## src/rtl/clkdiv_pkg.sv

```systemverilog
// clkdiv_pkg: shared state encoding and limits for the clock-divider controller
package clkdiv_pkg;
  typedef enum logic [1:0] {IDLE, RUN, STOP} state_e;
  localparam int MIN_DIV = 2;
endpackage

```

## src/rtl/clkdiv_if.sv

```systemverilog
// clkdiv_if: ratio configuration handshake between config logic and the divider
interface clkdiv_if #(parameter int DIV_W = 8);
  logic             cfg_valid;
  logic [DIV_W-1:0] cfg_div;
  logic             cfg_ready;
  logic             cfg_err;
  modport master (output cfg_valid, cfg_div, input cfg_ready, cfg_err);
  modport slave  (input cfg_valid, cfg_div, output cfg_ready, cfg_err);
endinterface

```

## src/rtl/clkdiv_core.sv

```systemverilog
// clkdiv_core: period counter, wrap detect and registered clkout/clk_tick
module clkdiv_core #(
  parameter int DIV_W = 8
) (
  input  logic             clkin,
  input  logic             rstn,
  input  logic             run,
  input  logic [DIV_W-1:0] div,
  input  logic             load_zero,
  output logic             wrap,
  output logic             clkout,
  output logic             clk_tick
);
  logic [DIV_W-1:0] cnt_q, cnt_d;
  logic             clkout_q, clkout_d;
  logic             clk_tick_q, clk_tick_d;
  always_comb begin
    wrap       = run && (cnt_q == div - 1'b1);
    cnt_d      = (!run || wrap || load_zero) ? '0 : cnt_q + 1'b1;
    clkout_d   = run && (cnt_q >= (div >> 1));
    clk_tick_d = clkout_d && !clkout_q;
  end
  always_ff @(posedge clkin or negedge rstn) begin
    if (!rstn) begin
      cnt_q      <= '0;
      clkout_q   <= 1'b0;
      clk_tick_q <= 1'b0;
    end else begin
      cnt_q      <= cnt_d;
      clkout_q   <= clkout_d;
      clk_tick_q <= clk_tick_d;
    end
  end
  assign clkout   = clkout_q;
  assign clk_tick = clk_tick_q;
endmodule

```

## src/rtl/clkdiv_ctrl.sv

```systemverilog
// clkdiv_ctrl: run/stop FSM, ratio handshake and boundary-aligned ratio updates
module clkdiv_ctrl
  import clkdiv_pkg::*;
#(
  parameter int DIV_W       = 8,
  parameter int DEFAULT_DIV = 2
) (
  input  logic             clkin,
  input  logic             rstn,
  input  logic             enable,
  clkdiv_if.slave          cfg,
  output logic             clkout,
  output logic             clk_tick,
  output logic [DIV_W-1:0] cur_div,
  output logic             busy
);
  state_e           state_q, state_d;
  logic             pending_q, pending_d;
  logic [DIV_W-1:0] pend_div_q, pend_div_d;
  logic [DIV_W-1:0] cur_div_q, cur_div_d;
  logic             cfg_err_q, cfg_err_d;
  logic             run, xfer, legal, wrap, load_zero;
  always_comb begin
    run        = state_q != IDLE;
    xfer       = cfg.cfg_valid && !pending_q;
    legal      = cfg.cfg_div >= DIV_W'(MIN_DIV);
    load_zero  = wrap && pending_q;
    cfg_err_d  = xfer && !legal;
    state_d    = state_q == IDLE ? (enable ? RUN : IDLE) :
                 state_q == RUN  ? (enable ? RUN : STOP) :
                                   (wrap ? IDLE : STOP);
    pending_d  = (xfer && legal && run) ? 1'b1 : (wrap ? 1'b0 : pending_q);
    pend_div_d = (xfer && legal && run) ? cfg.cfg_div : pend_div_q;
    cur_div_d  = (xfer && legal && !run) ? cfg.cfg_div :
                 load_zero                ? pend_div_q  : cur_div_q;
  end
  always_ff @(posedge clkin or negedge rstn) begin
    if (!rstn) begin
      state_q    <= IDLE;
      pending_q  <= 1'b0;
      pend_div_q <= '0;
      cur_div_q  <= DIV_W'(DEFAULT_DIV);
      cfg_err_q  <= 1'b0;
    end else begin
      state_q    <= state_d;
      pending_q  <= pending_d;
      pend_div_q <= pend_div_d;
      cur_div_q  <= cur_div_d;
      cfg_err_q  <= cfg_err_d;
    end
  end
  clkdiv_core #(.DIV_W(DIV_W)) u_core (
    .clkin     (clkin),
    .rstn      (rstn),
    .run       (run),
    .div       (cur_div_q),
    .load_zero (load_zero),
    .wrap      (wrap),
    .clkout    (clkout),
    .clk_tick  (clk_tick)
  );
  assign cfg.cfg_ready = !pending_q;
  assign cfg.cfg_err   = cfg_err_q;
  assign cur_div       = cur_div_q;
  assign busy          = run;
endmodule

```

## src/flat_wrapper.sv

```systemverilog
// flat-port wrapper written by rule: the top's interface ports become plain ports
module clkdiv_ctrl_flat import clkdiv_pkg::*;
#(
  parameter int DIV_W       = 8,
  parameter int DEFAULT_DIV = 2
)
  (clkin, rstn, enable, clkout, clk_tick, cur_div, busy, cfg_cfg_valid, cfg_cfg_div, cfg_cfg_ready, cfg_cfg_err);
  clkdiv_if #(.DIV_W(DIV_W)) cfg_i ();
  input  logic clkin;
  input  logic rstn;
  input  logic enable;
  output logic clkout;
  output logic clk_tick;
  output logic [DIV_W-1:0] cur_div;
  output logic busy;
  input wire logic [$bits(cfg_i.cfg_valid)-1:0] cfg_cfg_valid;
  input wire logic [$bits(cfg_i.cfg_div)-1:0] cfg_cfg_div;
  output wire logic [$bits(cfg_i.cfg_ready)-1:0] cfg_cfg_ready;
  output wire logic [$bits(cfg_i.cfg_err)-1:0] cfg_cfg_err;
  assign cfg_i.cfg_valid = cfg_cfg_valid;
  assign cfg_i.cfg_div = cfg_cfg_div;
  assign cfg_cfg_ready = cfg_i.cfg_ready;
  assign cfg_cfg_err = cfg_i.cfg_err;
  clkdiv_ctrl #(.DIV_W(DIV_W), .DEFAULT_DIV(DEFAULT_DIV)) u_core (.clkin(clkin), .rstn(rstn), .enable(enable), .cfg(cfg_i), .clkout(clkout), .clk_tick(clk_tick), .cur_div(cur_div), .busy(busy));
endmodule
```

## config.mk

```make
export PLATFORM = sky130hd
export DESIGN_NAME = clkdiv_ctrl_flat
export DESIGN_NICKNAME = d
export VERILOG_FILES = /design/src/rtl/clkdiv_pkg.sv /design/src/rtl/clkdiv_if.sv /design/src/rtl/clkdiv_core.sv /design/src/rtl/clkdiv_ctrl.sv /design/src/flat_wrapper.sv
export SDC_FILE = /design/constraint.sdc
export NUM_CORES = 1
export LEC_CHECK = 0
export ABC_AREA = 1
export CELL_PAD_IN_SITES_DETAIL_PLACEMENT = 0
export CELL_PAD_IN_SITES_GLOBAL_PLACEMENT = 1
export CORE_MARGIN = 2
export CORE_UTILIZATION = 35
export CTS_CLUSTER_DIAMETER = 80
export DETAILED_ROUTE_END_ITERATION = 12
export HOLD_SLACK_MARGIN = 0.05
export PLACE_DENSITY = 0.74
export SLEW_MARGIN = 20
export SYNTH_ARGS = -nofsm -noshare
export SYNTH_HDL_FRONTEND = slang
export SYNTH_SLANG_ARGS = --single-unit
```

## constraint.sdc

```tcl
create_clock -name clkin -period 2.4 [get_ports clkin]
set_input_delay 0.48 -clock clkin [delete_from_list [all_inputs] [get_ports clkin]]
set_output_delay 0.48 -clock clkin [all_outputs]
set_load 0.005 [all_outputs]
```

==> out/results.tsv <==
stage	metric	value	unit
status	status	complete, no violations	
place	place.gp.congestion	0.772	
clocking	numCtsBuffers	5	
synthesis	synthTopCellsByArea	dfrtp_1 (40%), nand2_1 (14%), inv_1 (6.4%)	
timing	finalSetupViolations	0	
worst_setup_path	endpoint_kind	output pin	
final_layout	fill_cells	527	
timing	tns	0	ns
place	post-place-cells	337	
worst_hold_path	min_from	u_core.u_core.clkout$_DFF_PN0_	
timing	tightest_slew	0.433	ns
worst_setup_path	reg2reg_slack	0.34	ns
worst_setup_path	r2r-end	u_core.cur_div[1]$_DFFE_PN1P_	
global_route	antenna_found_initial	0	
synthesis	yosys_warnings	0	
routing	antenna_left	0	
clocking	cts_htree_levels	2	
worst_hold_path	hold_end	u_core.u_core.clk_tick$_DFF_PN0_	
synthesis	yosysTopAreaCellShare	0.401	
synthesis	synth.net_count	265	
routing	wl_per_cell	10.8	µm
final_layout	layout.nets	295	
floorplan	die-height	75.9	µm
floorplan	coreArea	0.00504	mm²
floorplan	die_area	0.00576	mm²
pwr	finalPower	1.53	mW
synthesis	synth_edf_count	0	
place	place_hpwl	2.95	mm
clocking	ctsResizeCount	0	
timing	min_period	2.11	ns
pwr	p_leak	1.09	nW
floorplan	ioPinCount	25	
timing	slew_headroom	0.711	
routing	firstDrtPassIters	4	
worst_setup_path	path_class	register to output pin	
final_layout	fin_util	0.447	
clocking	clock-sinks	30	
clocking	holdBufCountCts	0	
routing	vias_per_cell	4.48	
routing	wl	3.72	mm
synthesis	ys_seq_area_frac	0.416	
timing	fin_skew	0.00894	ns
synthesis	async_flop_share	1.00	
clocking	postCtsSetupRepairBufs	0	
pwr	peakVddDrop	0.000357	V
routing	drcViolationCount	0	
routing	drtIter0Drc	46	
final_layout	layout.cells.non_filler	345	
pwr	powerDensity	680	mW/mm²
clocking	max-clock-path-buffers	2	
clocking	insertion_delay	0.28	ns
floorplan	start_util	0.359	
global_route	grt_max_degree	31	
worst_setup_path	startpoint	u_core.state_q[1]$_DFF_PN0_	
timing	holdWs	0.427	ns
job	cap_violations	0	
timing	fin_crit_sh	0.881	
routing	vias	1545	
final_layout	drive_above_1_share	0.0909	
worst_setup_path	r2r-start	u_core.cur_div[1]$_DFFE_PN1P_	
global_route	grt_first_pass_wirelength	6.36	mm
clocking	path_clk_slew	0.07	ns
worst_setup_path	critical_path_arrival	1.63	ns
synthesis	syn_inst	244	
floorplan	die_w	75.9	µm
synthesis	yosysUniqueCellTypes	28	
worst_setup_path	startpoint_type	register	
global_route	grtUsageTotal	0.147	
global_route	grt_pass1_vias	1454	
worst_hold_path	worst_hold_path_type	register to register	
worst_hold_path	hold_depth	1	
final_layout	num_antenna_cells	0	
final_layout	area_delta_synth_final	24.6	%
timing	grt_setup_unrepaired	no	
worst_setup_path	rr_worst_depth	13	
synthesis	ys_seq_elements	30	
worst_setup_path	path_max_fanout	5	
worst_setup_path	cp.required	1.92	ns
timing	fmax	0.473	GHz
synthesis	syn_area	0.00181	mm²
floorplan	rows	26	
timing	hold_viol	0	
synthesis	syn-mean-instance-area	7.41	µm²
clocking	root_buffer	clkbuf_8	
global_route	overflow	0	
place	port_buffers	24	
synthesis	yosys.area.top_type	dfrtp_1	
timing	slew_viol_final	0	
clocking	cts_tree	yes	
synthesis	synthFlopType	dfrtp_1	
==> area by class of cell <==
cell class	count	area, µm²	area share
repair buffers	26	255	0.113
clock buffers	7	86.3	0.0383
clock inverters	1	30.0	0.0133
inverters	36	135	0.0600
well taps	70	87.6	0.0389
flip-flops and latches	30	752	0.334
multi-input cells	175	907	0.403
==> power by group <==
part	internal (mW)	switching [mW]
Clock	0.338	0.190
Combinational	0.178	0.197
Sequential	0.565	0.0639
==> routing by layer <==
| metal | vias up | wire [µm] | track usage |
|---|---|---|---|
| li1 | 837 | - | - |
| met1 | 682 | 1790 | 0.186 |
| met2 | 19 | 1740 | 0.239 |
| met3 | 7 | 137 | 0.0463 |
| met4 | 0 | 44 | 0.0429 |
| met5 | - | 0 | 0 |
==> worst max-delay path, cell delays in order, from the launching register on <==
cell and delay [ns]:
dfrtp_1 0.40, nor2_1 0.26, inv_1 0.21, clkdlybuf4s50_1 0.48
==> how the worst max path moves through the flow <==
| stage | endpoint |
|---|---|
| 6_report | busy |
| 5_1_grt | u_core.cur_div[3]$_DFFE_PN0P_ |
| 4_1_cts | busy |
| 3_5_place_dp | u_core.cur_div[6]$_DFFE_PN0P_ |
| 3_3_place_gp | u_core.cur_div[7]$_DFFE_PN0P_ |
| 2_1_floorplan | u_core.cur_div[4]$_DFFE_PN0P_ |
==> synth_stat cells, drive strengths merged (2+ instances only) <==
cell type,count
a21oi,4
buf,2
dfrtp,29
ha,9
inv,36
nand2,70
nand3,22
nand4,4
nor2,30
nor3,3
o21ai,23
xnor2,4
xor2,2
==> cells in the final DEF (no fill, tap or decap), drive strengths merged, types with 2 or more instances in the layout <==
cell type      instances
nand3                 22
nor3                   3
xor2                   2
a21oi                  4
clkdlybuf4s50         24
nand4                  4
o21ai                 23
nand2                 70
nor2                  30
xnor2                  4
inv                   36
clkbuf                 7
dfrtp                 29
ha                     9
buf                    2
==> cells by family (layout without fill, tap and decap cells) <==
group,count (synthesis),in the layout,share of synthesized area
XOR/XNOR,6,6,0.0291
AND/OR/NAND/NOR,131,131,0.325
adder cells (fa/ha/maj),9,9,0.0623
buffers and inverters,39,70,0.0824
flip-flops,30,30,0.416
AO/OA/AOI/OAI,29,29,0.0851
==> metrics by stage <==
stage / setup WS [ns] / instance area, µm²
after global placement: 0.289 / 2140
after detailed placement: 0.235 / 2140
final: 0.287 / 2250
after floorplan: 0.610 / 1810
after global routing: 0.104 / 2250
after CTS: 0.283 / 2250
==> sequential cells by signal (all words and copies together), names as in the netlist <==
signal / flops
u_core.state_q: 2
u_core.u_core.clk_tick: 1
u_core.pend_div_q: 8
u_core.cur_div: 8
u_core.pending_q: 1
u_core.cfg.cfg_err: 1
u_core.u_core.cnt_q: 8
u_core.u_core.clkout: 1
Note: power is estimated with default switching activity, not from simulation.
